==> config.mk <==
export PLATFORM = sky130hd
export DESIGN_NAME = druaga_rom_loader
export DESIGN_NICKNAME = d
export VERILOG_FILES = /design/src/rtl/druaga_pkg.sv /design/src/rtl/druaga_rom_loader.sv
export SDC_FILE = /design/constraint.sdc
export NUM_CORES = 1
export LEC_CHECK = 0
export BUFFER_PORTS_ARGS = -buffer_cell sky130_fd_sc_hd__buf_4
export CAP_MARGIN = 20
export CORE_MARGIN = 2
export CORE_UTILIZATION = 55
export CTS_BUF_LIST = sky130_fd_sc_hd__clkbuf_2
export DETAILED_ROUTE_END_ITERATION = 6
export PLACE_DENSITY = 0.81
export SLEW_MARGIN = 30
export SYNTH_ARGS = -nofsm -noshare
export SYNTH_HDL_FRONTEND = slang
export SYNTH_SLANG_ARGS = --single-unit
==> constraint.sdc <==
create_clock -name MCLK -period 3.35 [get_ports MCLK]
set_clock_uncertainty 0.2 [all_clocks]
set_input_delay 0.1675 -clock MCLK [delete_from_list [all_inputs] [get_ports MCLK]]
set_output_delay 0.1675 -clock MCLK [all_outputs]
set_load 0.03 [all_outputs]
==> src/rtl/druaga_pkg.sv <==
`default_nettype none
// ============================================================================
//  Module      : druaga_pkg
//  Description : Shared definitions for the Druaga-family core. Holds the ROM
//                loader state encoding, download index numbers and the title
//                numbers that the DIP-switch mux also decodes.
//  Revision    : 1.0 - initial release
// ============================================================================
package druaga_pkg;

    // Loader sequencing states
    typedef enum logic [2:0] {
        IDLE   = 3'd0,
        LOAD   = 3'd1,
        SETTLE = 3'd2,
        RUN    = 3'd3,
        FAIL   = 3'd4
    } loader_state_t;

    // Width of the HPS download byte address
    localparam int c_DL_AW = 25;

    // Download indices used by the menu
    localparam logic [7:0] c_ROM_INDEX = 8'd0;
    localparam logic [7:0] c_TNO_INDEX = 8'd1;

    // Title numbers; 0 means no title has been selected yet
    localparam logic [3:0] c_TNO_NONE    = 4'd0;
    localparam logic [3:0] c_TNO_DRUAGA  = 4'd1;
    localparam logic [3:0] c_TNO_MAPPY   = 4'd2;
    localparam logic [3:0] c_TNO_DIGDUG2 = 4'd3;
    localparam logic [3:0] c_TNO_MOTOS   = 4'd4;

    // A title byte is only meaningful when it names one of the known games;
    // the whole byte is checked so stray upper bits are not silently masked.
    function automatic logic is_valid_tno(input logic [7:0] value);
        return (value >= {4'd0, c_TNO_DRUAGA}) && (value <= {4'd0, c_TNO_MOTOS});
    endfunction

endpackage : druaga_pkg
`default_nettype wire

==> src/rtl/druaga_rom_loader.sv <==
`default_nettype none
// ============================================================================
//  Module      : druaga_rom_loader
//  Description : Bridges the HPS download stream to the core ROM-write port.
//                Registers and range-checks ROM bytes, captures the title
//                number, and holds the game core in reset until a complete
//                image has loaded plus a settle delay. Reports load status.
//  Revision    : 1.0 - initial release
// ============================================================================
module druaga_rom_loader
    import druaga_pkg::*;
#(
    parameter int         ROM_AW      = 17,
    parameter int         ROM_SIZE    = 2**17,
    parameter int         MIN_BYTES   = 65536,
    parameter int         HOLD_CYCLES = 255,
    parameter logic [7:0] ROM_INDEX   = c_ROM_INDEX,
    parameter logic [7:0] TNO_INDEX   = c_TNO_INDEX
) (
    input  logic              MCLK,
    input  logic              RESET,
    input  logic              DL_ACTIVE,
    input  logic              DL_WR,
    input  logic [7:0]        DL_INDEX,
    input  logic [24:0]       DL_ADDR,
    input  logic [7:0]        DL_DATA,
    output logic [ROM_AW-1:0] ROMAD,
    output logic [7:0]        ROMDT,
    output logic              ROMEN,
    output logic [3:0]        TNO,
    output logic              CORE_RST,
    output logic              LOAD_DONE,
    output logic              LOAD_ERR
);

    // Hold counter only needs to reach HOLD_CYCLES-1
    localparam int c_HOLD_W = (HOLD_CYCLES > 1) ? $clog2(HOLD_CYCLES + 1) : 1;
    localparam logic [c_HOLD_W-1:0] c_HOLD_LOAD = c_HOLD_W'(HOLD_CYCLES - 1);

    // One extra bit so ROM_SIZE / MIN_BYTES up to 2**25 compare cleanly
    localparam logic [c_DL_AW:0]   c_ROM_SIZE_EXT = (c_DL_AW + 1)'(ROM_SIZE);
    localparam logic [c_DL_AW:0]   c_MIN_EXT      = (c_DL_AW + 1)'(MIN_BYTES);
    localparam logic [c_DL_AW-1:0] c_CNT_MAX      = {c_DL_AW{1'b1}};

    loader_state_t       r_state;
    loader_state_t       w_state_next;
    logic                r_dl_active_d;
    logic [c_DL_AW-1:0]  r_byte_cnt;
    logic [c_HOLD_W-1:0] r_hold_cnt;
    logic                r_load_err;
    logic [3:0]          r_tno;
    logic [ROM_AW-1:0]   r_romad;
    logic [7:0]          r_romdt;
    logic                r_romen;

    logic                w_rise;
    logic                w_fall;
    logic                w_in_load;
    logic                w_rom_wr;
    logic                w_addr_ok;
    logic                w_rom_acc;
    logic                w_rom_bad;
    logic                w_tno_wr;
    logic                w_tno_ok;
    logic [c_DL_AW-1:0]  w_cnt_upd;
    logic                w_err_upd;
    logic                w_load_good;

    // DL_ACTIVE edges against a one-cycle delayed copy
    assign w_rise = DL_ACTIVE & ~r_dl_active_d;
    assign w_fall = ~DL_ACTIVE & r_dl_active_d;

    // Byte classification; strobes are only honoured while loading
    assign w_in_load = (r_state == LOAD);
    assign w_rom_wr  = w_in_load & DL_WR & (DL_INDEX == ROM_INDEX);
    assign w_addr_ok = ({1'b0, DL_ADDR} < c_ROM_SIZE_EXT);
    assign w_rom_acc = w_rom_wr & w_addr_ok;
    assign w_rom_bad = w_rom_wr & ~w_addr_ok;
    assign w_tno_wr  = w_in_load & DL_WR & (DL_INDEX == TNO_INDEX);
    assign w_tno_ok  = is_valid_tno(DL_DATA);

    // Count and error status including the current byte, so a strobe landing
    // on the DL_ACTIVE fall cycle still takes part in the completeness test.
    assign w_cnt_upd   = (w_rom_acc && (r_byte_cnt != c_CNT_MAX)) ? r_byte_cnt + 1'b1
                                                                  : r_byte_cnt;
    assign w_err_upd   = r_load_err | w_rom_bad | (w_tno_wr & ~w_tno_ok);
    assign w_load_good = ({1'b0, w_cnt_upd} >= c_MIN_EXT) & ~w_err_upd;

    // State register
    always_ff @(posedge MCLK or posedge RESET) begin
        if (RESET) begin
            r_state <= IDLE;
        end else begin
            r_state <= w_state_next;
        end
    end

    // Next-state decode; a DL_ACTIVE rise restarts loading from any state
    always_comb begin
        w_state_next = r_state;
        case (r_state)
            IDLE: begin
                if (w_rise) w_state_next = LOAD;
            end
            LOAD: begin
                if (w_rise)      w_state_next = LOAD;
                else if (w_fall) w_state_next = w_load_good ? SETTLE : FAIL;
            end
            SETTLE: begin
                if (w_rise)                  w_state_next = LOAD;
                else if (r_hold_cnt == '0)   w_state_next = RUN;
            end
            RUN: begin
                if (w_rise) w_state_next = LOAD;
            end
            FAIL: begin
                if (w_rise) w_state_next = LOAD;
            end
            default: begin
                w_state_next = IDLE;
            end
        endcase
    end

    // DL_ACTIVE delay line for edge detection
    always_ff @(posedge MCLK or posedge RESET) begin
        if (RESET) begin
            r_dl_active_d <= 1'b0;
        end else begin
            r_dl_active_d <= DL_ACTIVE;
        end
    end

    // Registered ROM write port: one-cycle latency, pulse per accepted byte
    always_ff @(posedge MCLK or posedge RESET) begin
        if (RESET) begin
            r_romen <= 1'b0;
            r_romad <= '0;
            r_romdt <= '0;
        end else begin
            r_romen <= w_rom_acc;
            if (w_rom_acc) begin
                r_romad <= DL_ADDR[ROM_AW-1:0];
                r_romdt <= DL_DATA;
            end
        end
    end

    // Accepted-byte counter, cleared whenever a new load begins
    always_ff @(posedge MCLK or posedge RESET) begin
        if (RESET) begin
            r_byte_cnt <= '0;
        end else if (w_rise) begin
            r_byte_cnt <= '0;
        end else if (w_in_load) begin
            r_byte_cnt <= w_cnt_upd;
        end
    end

    // Sticky load error: cleared on load start, forced while heading to FAIL
    always_ff @(posedge MCLK or posedge RESET) begin
        if (RESET) begin
            r_load_err <= 1'b0;
        end else if (w_rise) begin
            r_load_err <= 1'b0;
        end else if (w_state_next == FAIL) begin
            r_load_err <= 1'b1;
        end else if (w_in_load) begin
            r_load_err <= w_err_upd;
        end
    end

    // Title number; survives reloads that do not rewrite it
    always_ff @(posedge MCLK or posedge RESET) begin
        if (RESET) begin
            r_tno <= c_TNO_NONE;
        end else if (w_tno_wr) begin
            r_tno <= w_tno_ok ? DL_DATA[3:0] : c_TNO_NONE;
        end
    end

    // Settle down-counter: loaded on SETTLE entry, counts to zero inside it
    always_ff @(posedge MCLK or posedge RESET) begin
        if (RESET) begin
            r_hold_cnt <= '0;
        end else if ((w_state_next == SETTLE) && (r_state != SETTLE)) begin
            r_hold_cnt <= c_HOLD_LOAD;
        end else if ((r_state == SETTLE) && (r_hold_cnt != '0)) begin
            r_hold_cnt <= r_hold_cnt - 1'b1;
        end
    end

    // Status outputs decode straight from the state register so CORE_RST
    // rises on the very edge that leaves RUN.
    assign ROMAD     = r_romad;
    assign ROMDT     = r_romdt;
    assign ROMEN     = r_romen;
    assign TNO       = r_tno;
    assign CORE_RST  = (r_state != RUN);
    assign LOAD_DONE = (r_state == RUN);
    assign LOAD_ERR  = r_load_err;

endmodule : druaga_rom_loader
`default_nettype wire

# Word level (Yosys, flattened, before mapping)
# Index checks and enable logic that the tools add are counted.
classes:
  add_sub_neg: 2
  order_cmp: 4
  n_eq_ne: 10
  n_mux: 16
  bitwise: 16
  reduce_logical: 12
op_table:
  columns: ["operator", "count"]
  rows:
  - ["$mux 25", 3]
  - ["$add 25x1->25 const B", 1]
  - ["$ge 25x17->1 const B", 1]
  - ["$lt 25x18->1 const B", 1]
  - ["$ne 25x25->1 const B", 1]
  - ["$mux 3", 6]
  - ["$logic_not 8->1", 2]
  - ["$mux 8", 2]
  - ["$and 1x1->1", 9]
  - ["$eq 3x2->1 const B", 3]
  - ["$pmux 3 s3", 1]
  - ["$eq 8x1->1 const B", 1]
  - ["$ge 8x1->1 const B", 1]
  - ["$le 8x3->1 const B", 1]
  - ["$reduce_bool 8->1", 1]
  - ["$sub 8x1->8 const B", 1]
  - ["$eq 3x3->1 const B", 2]
  - ["$ne 3x2->1 const B", 2]
  - ["$not 1->1", 5]
  - ["$logic_and 1x1->1", 4]
  - ["$mux 4", 1]
  - ["$reduce_bool 2->1", 2]
  - ["$eq 3x1->1 const B", 1]
  - ["$logic_not 3->1", 1]
  - ["4 further kinds", 7]
totals:
  register_bits: 68
  inputBits: 45
  out_inout_bits: 33
  wordCells: 69

# Longest topological paths before layout
# Gate-level depths: netlist of run 1.
logic_depth:
  word_depth: 15
  ltp_mapped: 11
  depth_no_buf: 9

# Least setup slack after synthesis of run 1
# No wires, ideal clock.
synth_path:
  path_type: "register to register"
  start: "register r_byte_cnt[0]"
  end: "register r_state[2]"
  setup_ns: 0.096
  t_arrival_ns: 2.197
  required_ns: 3.054
  setup_slack_ns: 0.858
  stages_incl_launch_ff: 10
  n_path_buf: 1
  path_cell_list: "dfrtp_1 > ha_1 > and4_1 > nand4_2 > o211a_1 > buf_6 > a2111oi_2 > o211ai_1 > or2_1 > a311oi_2"
synth_between:
  elab_chain_len: 9
  word_cells_on_any_way: 10
  classes_between: "add/sub: 1; order compare: 1; eq/ne: 1; mux: 5; bitwise: 1; reduce/logical: 1"
synth_lines:
  columns: ["element", "line", "source"]
  rows:
  - ["from (decl)", "druaga_rom_loader.sv:48", "logic [c_DL_AW-1:0] r_byte_cnt;"]
  - ["from (signal assigned)", "druaga_rom_loader.sv:156", "r_byte_cnt <= w_cnt_upd;"]
  - ["branches (longest 2 deep; another with $add 25x1->25)", null, null]
  - ["$mux 25 *", "druaga_rom_loader.sv:84", "assign w_cnt_upd = (w_rom_acc && (r_byte_cnt != c_CNT_MAX)) ? r_byte_cnt + 1'b1"]
  - ["$ge 25x17->1 *", "druaga_rom_loader.sv:87", "assign w_load_good = ({1'b0, w_cnt_upd} >= c_MIN_EXT) & ~w_err_upd;"]
  - ["$and 1x1->1 *", "druaga_rom_loader.sv:87", null]
  - ["$mux 3 * (2 in a row)", "druaga_rom_loader.sv:107", "else if (w_fall) w_state_next = w_load_good ? SETTLE : FAIL;"]
  - ["$mux 3 *", "druaga_rom_loader.sv:106", "if (w_rise) w_state_next = LOAD;"]
  - ["$pmux 3 s3 *", "druaga_rom_loader.sv:101", "case (r_state)"]
  - ["via w_state_next[2]", "druaga_rom_loader.sv:46", "loader_state_t w_state_next;"]
  - ["to (signal assigned)", "druaga_rom_loader.sv:94", "r_state <= w_state_next;"]
  - ["to (decl)", "druaga_rom_loader.sv:45", "loader_state_t r_state;"]
# Mark *: on every way through the listed nets, which the timed path passes.
# A chain may end at the register's enable or synchronous reset.

# Final worst setup path of run 1
layout_path:
  start: "input port DL_INDEX[5]"
  end: "register r_state[2]"
layout_between:
  elab_chain_len: 11
  word_cells_on_any_way: 18
  classes_between: "order compare: 1; eq/ne: 1; mux: 5; bitwise: 9; reduce/logical: 2"
layout_lines:
  columns: ["element", "line", "source"]
  rows:
  - ["from (decl)", "druaga_rom_loader.sv:24", "input logic [7:0] DL_INDEX,"]
  - ["$logic_not 8->1", "druaga_rom_loader.sv:75", "assign w_rom_wr = w_in_load & DL_WR & (DL_INDEX == ROM_INDEX);"]
  - ["$and 1x1->1", "druaga_rom_loader.sv:75", null]
  - ["$and 1x1->1, on equally long branches", "druaga_rom_loader.sv:77, druaga_rom_loader.sv:78", null]
  - ["$logic_and 1x1->1 or $or 1x1->1 (tied branches)", "druaga_rom_loader.sv:84, druaga_rom_loader.sv:86", null]
  - ["$mux 25 or $or 1x1->1 (tied branches)", "druaga_rom_loader.sv:84, druaga_rom_loader.sv:86", null]
  - ["$ge 25x17->1 or $not 1->1 (tied branches)", "druaga_rom_loader.sv:87", null]
  - ["$and 1x1->1 *", "druaga_rom_loader.sv:87", null]
  - ["$mux 3 * (2 in a row)", "druaga_rom_loader.sv:107", null]
  - ["$mux 3 *", "druaga_rom_loader.sv:106", null]
  - ["$pmux 3 s3 *", "druaga_rom_loader.sv:101", null]
  - ["via w_state_next[2]", "druaga_rom_loader.sv:46", null]
# The timed path passes the listed nets; every way through them passes the cells marked *.

==> results.py, run 1 <==
metrics = {
    "outcome": {
        "outcome": "complete, no violations",
    },
    "route": {
        "wire_per_inst_um": 16.2,
        "viasPerCell": 5.62,
        "detail-route-antenna-nets": 0,
        "wirelength_um": 8920,
        "vias": 3097,
        "route.detailed.drc": 0,
        "drt-pass1-iter-count": 5,
        "drt-initial-drc-count": 322,
    },
    "layout": {
        "area_delta_synth_final_pct": 34.7,
        "post-route-util_pct": 76.2,
        "drive_gt1_share_pct": 22.5,
        "n_antenna_cell": 0,
        "final_nets": 518,
    },
    "die": {
        "initial_core_util_pct": 56.5,
        "die_y_um": 81.8,
        "core.rowCount": 28,
        "die_area_um2": 6690,
        "coreArea_um2": 5890,
        "ios": 78,
        "die_x_um": 81.8,
    },
    "run": {
        "drv_cap": 0,
    },
    "power_and_ir_drop": {
        "comb_power_share_pct": 12.5,
        "seq_power_share_pct": 48.7,
        "clock_power_share_pct": 38.8,
        "p_sw_uw": 438,
        "p_total_uw": 1800,
        "p_per_area_nw_per_um2": 402,
        "power.internal_uw": 1360,
        "leakage_uw": 0.00221,
        "max-vdd-ir-drop_mv": 0.373,
        "p_sw_share_pct": 24.3,
    },
    "clocking": {
        "cts-buffers-inserted": 9,
        "clkSinkCount": 68,
        "cts_setup_buffers": 0,
        "cts_buffer_depth": 2,
        "clk_pin_slew_ns": 0.22,
        "cts.htree.levels": 3,
        "clock-root-buffer": "clkbuf_2",
        "clock_latency_ns": 0.52,
        "cts_tree": "yes",
    },
    "grt": {
        "grt_pass1_vias": 3014,
        "grt_pass1_wl_um": 14200,
        "grt.overflow.total": 0,
        "antenna_found_initial": 0,
        "grt_max_degree": 43,
        "track_usage_pct": 28.4,
    },
    "setup_path": {
        "required_ns": 3.58,
        "cp-startpoint": "DL_INDEX[5]",
        "r2r_start": "r_state[2]",
        "cp-start-kind": "input port",
        "arrival_ns": 3.29,
        "path_class": "input port to flop",
        "critPathMaxFanout": 3,
        "end_kind": "flop",
    },
    "yosys": {
        "async_flop_share_pct": 100,
        "synthCells": 361,
        "yosysUniqueCellTypes": 58,
        "yosysSeqAreaShare_pct": 51.1,
        "synth_top_cell_area_share_pct": 51.1,
        "syn_nets": 408,
        "avgSynthCellArea_um2": 9.22,
        "synthTopCellsByArea": "dfrtp_1 (51%), nand2_1 (12%), xnor2_1 (3.9%)",
        "synth-edff-count": 0,
        "syn_area_um2": 3330,
        "yosysMostFrequentCell": "nand2_1",
        "yosys_warnings": 0,
        "ys_ff_latch": 68,
        "yosys-top-cells-count": "nand2_1 (103), dfrtp_1 (68), nor2_1 (30), xnor2_1 (15), xor2_1 (12)",
        "synth_top_area_cell": "dfrtp_1",
        "ys.flop_type": "dfrtp_1",
    },
    "timing": {
        "fmax_ghz": 0.326,
        "timing.final.crit_period_ns": 3.06,
        "rsz0062_at_grt": "no",
        "layout_worst_path_cycle_share_pct": 91.5,
        "max-slew-margin-rel_pct": 54.5,
        "setup_viol": 0,
        "finalHoldViolCount": 0,
        "fin_ws_ns": 0.285,
        "worstMarginPinSlew_ns": 0.682,
        "fin_setup_tns_ns": 0,
        "drv_slew": 0,
    },
    "place": {
        "port-buffer-count": 77,
        "gp_congestion": 0.811,
        "preCtsSetupSlack_ns": 0.651,
        "hpwl_um": 5320,
    },
    "min_path": {
        "hold_path_class": "input port to async pin",
    },
}
logic make-up (layout without fill, tap and decap cells):
kind of cell,count (synthesis),in the layout,synth area share [%]
multiplexers,1,1,0.301
buffers and inverters,23,138,3.05
flip-flops,68,68,51.1
adder cells (fa/ha/maj),2,2,0.752
AND/OR/NAND/NOR,205,205,29.8
XOR/XNOR,27,27,7.11
AO/OA/AOI/OAI,35,35,7.89
per-stage QoR:
| step | cells | hold WS (ns) | cell area (um^2) |
|---|---|---|---|
| 2_1_floorplan | 361 | -0.00107 | 3330 |
| 3_3_place_gp | 501 | 0.117 | 3960 |
| 3_5_place_dp | 501 | 0.117 | 3960 |
| 4_1_cts | 551 | 0.0209 | 4480 |
| 5_1_grt | 551 | 0.0758 | 4480 |
| 6_report | 551 | 0.0593 | 4480 |
sequential cells by signal, indices dropped and copies added (netlist names):
register / cells
r_byte_cnt: 25
ROMEN: 1
LOAD_ERR: 1
r_hold_cnt: 8
TNO: 4
r_state: 3
ROMDT: 8
r_dl_active_d: 1
ROMAD: 17
final timing paths:
path                                   to  slack, ns  cells past startpoint
setup / recovery               r_state[2]       0.29                     10
hold / removal                   ROMDT[3]       0.06                      3
setup reg to reg            r_byte_cnt[7]       0.59                      7
hold reg to reg                  ROMAD[4]       0.30                      2
max in group asynchronous  r_byte_cnt[10]       2.07                      4
min in group MCLK          r_byte_cnt[16]       0.06                      5
critical path, cell delays in order:
cell           delay (ns)
dlygate4sd3_1        0.54
buf_4                0.13
nor4_1               0.36
dlygate4sd3_1        0.66
nand3_1              0.14
nor4_1               0.41
xnor2_1              0.20
nand4bb_1            0.17
or2_1                0.30
a311oi_2             0.21
what timing repair did:
action                    CTS  global route
resized for setup           0             0
hold buffers               34             0
hold endpoints to repair   85             0
power groups by stage:
| stage | Sequential, uW | Combinational [uW] | Clock, uW |
|---|---|---|---|
| after floorplan | 896 | 101 | 0 |
| after global placement | 889 | 189 | 0 |
| after detailed placement | 891 | 191 | 0 |
| after CTS | 876 | 222 | 709 |
| after global routing | 881 | 249 | 744 |
| final | 876 | 225 | 699 |
metal layers:
metal,wire (um),global-route usage (%)
met2,4180,45.4
met3,723,5.82
met5,0,0
met4,299,15.5
met1,3720,36.2
cells in the final DEF (no fill, tap or decap), drive strengths merged, types with 4 or more instances in the layout:
cell type	count
nor3	7
nand2	103
inv	6
o21ai	7
nand3	10
bufinv	4
xnor2	15
nor2	30
dlygate4sd3	34
and3	5
xor2	12
and4	10
nand4	6
a21oi	7
clkbuf	10
dfrtp	68
nor4	6
and2	6
buf	81
final cells by class:
class	instances	area, um^2
timing repair buffer	115	948
clock inverter	6	136
multi-input combinational	270	1530
fill	380	1400
clock buffer	10	50.0
sequential	68	1700
inverter	7	27.5
tap	75	93.8
Note: power is estimated with default switching activity, not from simulation.
==> inputs of run 2 (changes only) <==
==> constraint.sdc (replaced) <==
create_clock -name MCLK -period 3.35 [get_ports MCLK]
set_clock_uncertainty 0.2 [all_clocks]
set_input_delay 0.5025 -clock MCLK [delete_from_list [all_inputs] [get_ports MCLK]]
set_output_delay 0.5025 -clock MCLK [all_outputs]
set_load 0.03 [all_outputs]
==> run 2 against run 1 <==
Against the previous run:
- the run now ends with negative hold slack left
- sequential share of layout area up 0.93 points
- clock power is 11% lower
- fmax rose by 6.7%
- final area is 2.4% lower
- final cell count down 1.5%
- global-route usage shrank 3.6 points
- utilization down 1.8 points
- critical path depth decreased by 2
- clock-buffer cell count decreased by 1
- worst hold slack worse by 0.062 ns
- setup slack improved by 0.19 ns
- critical path type is now flop to flop
- largest cell class unchanged
==> results.py, run 2 (synthesized netlist as in run 1, its figures left out) <==
metrics = {
    "grt": {
        "track_usage_pct": 24.8,
        "grt_pass1_vias": 2700,
        "antenna_found_initial": 0,
        "grt_max_degree": 69,
        "grt_pass1_wl_um": 12500,
        "grt.overflow.total": 0,
    },
    "setup_path": {
        "cpPeakStageDelay_ns": 0.43,
        "arrival_ns": 3.04,
        "required_ns": 3.52,
        "cp_common_cell": "o211ai_1",
        "worstPathCellList": "ha_1, and4_1, nand4_2, o211a_1, a2111oi_2, o211ai_1, o21ai_2, o211ai_1",
        "slowest_stage": "dfrtp_1",
        "cp-start-kind": "flop",
        "end_kind": "flop",
        "critPathMaxFanout": 10,
        "path_class": "flop to flop",
    },
    "timing": {
        "drv_slew": 0,
        "worstMarginPinSlew_ns": 0.824,
        "finalHoldViolCount": 2,
        "fmax_ghz": 0.348,
        "timing.final.crit_period_ns": 2.87,
        "hold_slack_ns": -0.00267,
        "layout_worst_path_cycle_share_pct": 85.8,
        "max-slew-margin-rel_pct": 45.0,
        "rsz0062_at_grt": "no",
        "setup_viol": 0,
        "fin_setup_tns_ns": 0,
    },
    "min_path": {
        "hold_path_class": "input port to async pin",
    },
    "clocking": {
        "clock-root-buffer": "clkbuf_2",
        "cts.htree.levels": 3,
        "cts_buffer_depth": 2,
        "cts_tree": "yes",
        "clkSinkCount": 68,
        "cts-buffers-inserted": 9,
        "cts_setup_buffers": 0,
        "clock_latency_ns": 0.51,
        "cts-resized-gates": 0,
        "clk_pin_slew_ns": 0.21,
    },
    "route": {
        "wire_per_inst_um": 14.5,
        "vias": 2918,
        "wirelength_um": 7900,
        "viasPerCell": 5.37,
        "route.detailed.drc": 0,
        "drt-pass1-iter-count": 4,
        "drt-initial-drc-count": 177,
        "detail-route-antenna-nets": 0,
    },
    "layout": {
        "mostFrequentLayoutCells": "nand2_1 (103), buf_4 (81), dfrtp_1 (68)",
        "final_common_cell": "nand2_1",
        "post-route-util_pct": 74.3,
        "area_delta_synth_final_pct": 31.5,
        "final_area_um2": 4380,
        "largest_reg_flops": 25,
        "n_fill_cell": 398,
        "largest-register": "r_byte_cnt",
        "n_antenna_cell": 0,
        "final_nets": 510,
        "drive_gt1_share_pct": 22.6,
    },
    "power_and_ir_drop": {
        "max-vdd-ir-drop_mv": 0.426,
        "leakage_uw": 0.00216,
        "p_per_area_nw_per_um2": 393,
        "p_total_uw": 1720,
    },
    "die": {
        "die_y_um": 81.8,
        "ios": 78,
        "initial_core_util_pct": 56.5,
        "coreArea_um2": 5890,
        "die_area_um2": 6690,
        "core.rowCount": 28,
        "die_x_um": 81.8,
    },
    "place": {
        "port-buffer-count": 77,
        "place_area_um2": 3960,
        "gp_congestion": 0.831,
        "hpwl_um": 5430,
    },
    "run": {
        "drv_cap": 0,
    },
    "outcome": {
        "violations": "negative hold slack",
        "outcome": "finished, violations left",
    },
}
[run 2: cell type report]
| type | count | area, um^2 | area share (%) |
|---|---|---|---|
| Clock buffer | 9 | 45.0 | 1.03 |
| Clock inverter | 7 | 115 | 2.63 |
| Inverter | 7 | 26.3 | 0.601 |
| Multi-Input combinational cell | 270 | 1530 | 34.9 |
| Sequential cell | 68 | 1700 | 38.9 |
| Tap cell | 75 | 93.8 | 2.14 |
| Timing Repair Buffer | 107 | 868 | 19.8 |
[run 2: power breakdown]
| group | internal, uW | switching [uW] | leakage, uW | total, uW |
|---|---|---|---|---|
| Combinational | 110 | 112 | 0.00116 | 222 |
| Sequential | 848 | 30.2 | 0.000906 | 878 |
| Clock | 319 | 300 | 0.0000895 | 619 |
| Total | 1280 | 442 | 0.00216 | 1720 |
[run 2: what timing repair did]
action / CTS / global route
endpoints found under the setup margin: 0 / 0
endpoints found under the hold margin: 26 / 0
hold buffers: 26 / 0
[run 2: stage by stage]
stage / setup slack (ns) / cells
2_1_floorplan: 0.819 / 361
3_3_place_gp: 0.543 / 501
3_5_place_dp: 0.391 / 501
4_1_cts: 0.469 / 543
5_1_grt: 0.302 / 543
6_report: 0.477 / 543
[run 2: final timing paths]
kind | slack [ns] | cells past startpoint | startpoint | to
setup reg to reg | 0.48 | 8 | r_byte_cnt[1] | r_hold_cnt[1]
min in group MCLK | 0.18 | 4 | DL_ADDR[17] | ROMEN
hold / removal | -0.003 | 3 | RESET | ROMAD[7]
setup / recovery | 0.48 | 8 | r_byte_cnt[1] | r_hold_cnt[1]
max in group asynchronous | 2.39 | 3 | RESET | r_byte_cnt[8]
hold reg to reg | 0.29 | 2 | ROMDT[3] | ROMDT[3]
[run 2: worst max-delay path: cells and delay by family, from the launching register on]
family                     cells  cell delay [ns]
AOI/OAI and AO/OA              5             1.47
and+or+nand+nor                2             0.42
adders and majority gates      1             0.22
DFF                            1             0.43
[run 2: per-layer routing]
metal,vias up,GRT usage [%],share of wire (%)
li1,1434,-,-
met1,1374,33.2,46
met2,94,39.5,45
met3,16,4.95,6.9
met4,0,10.3,1.8
met5,-,0,0
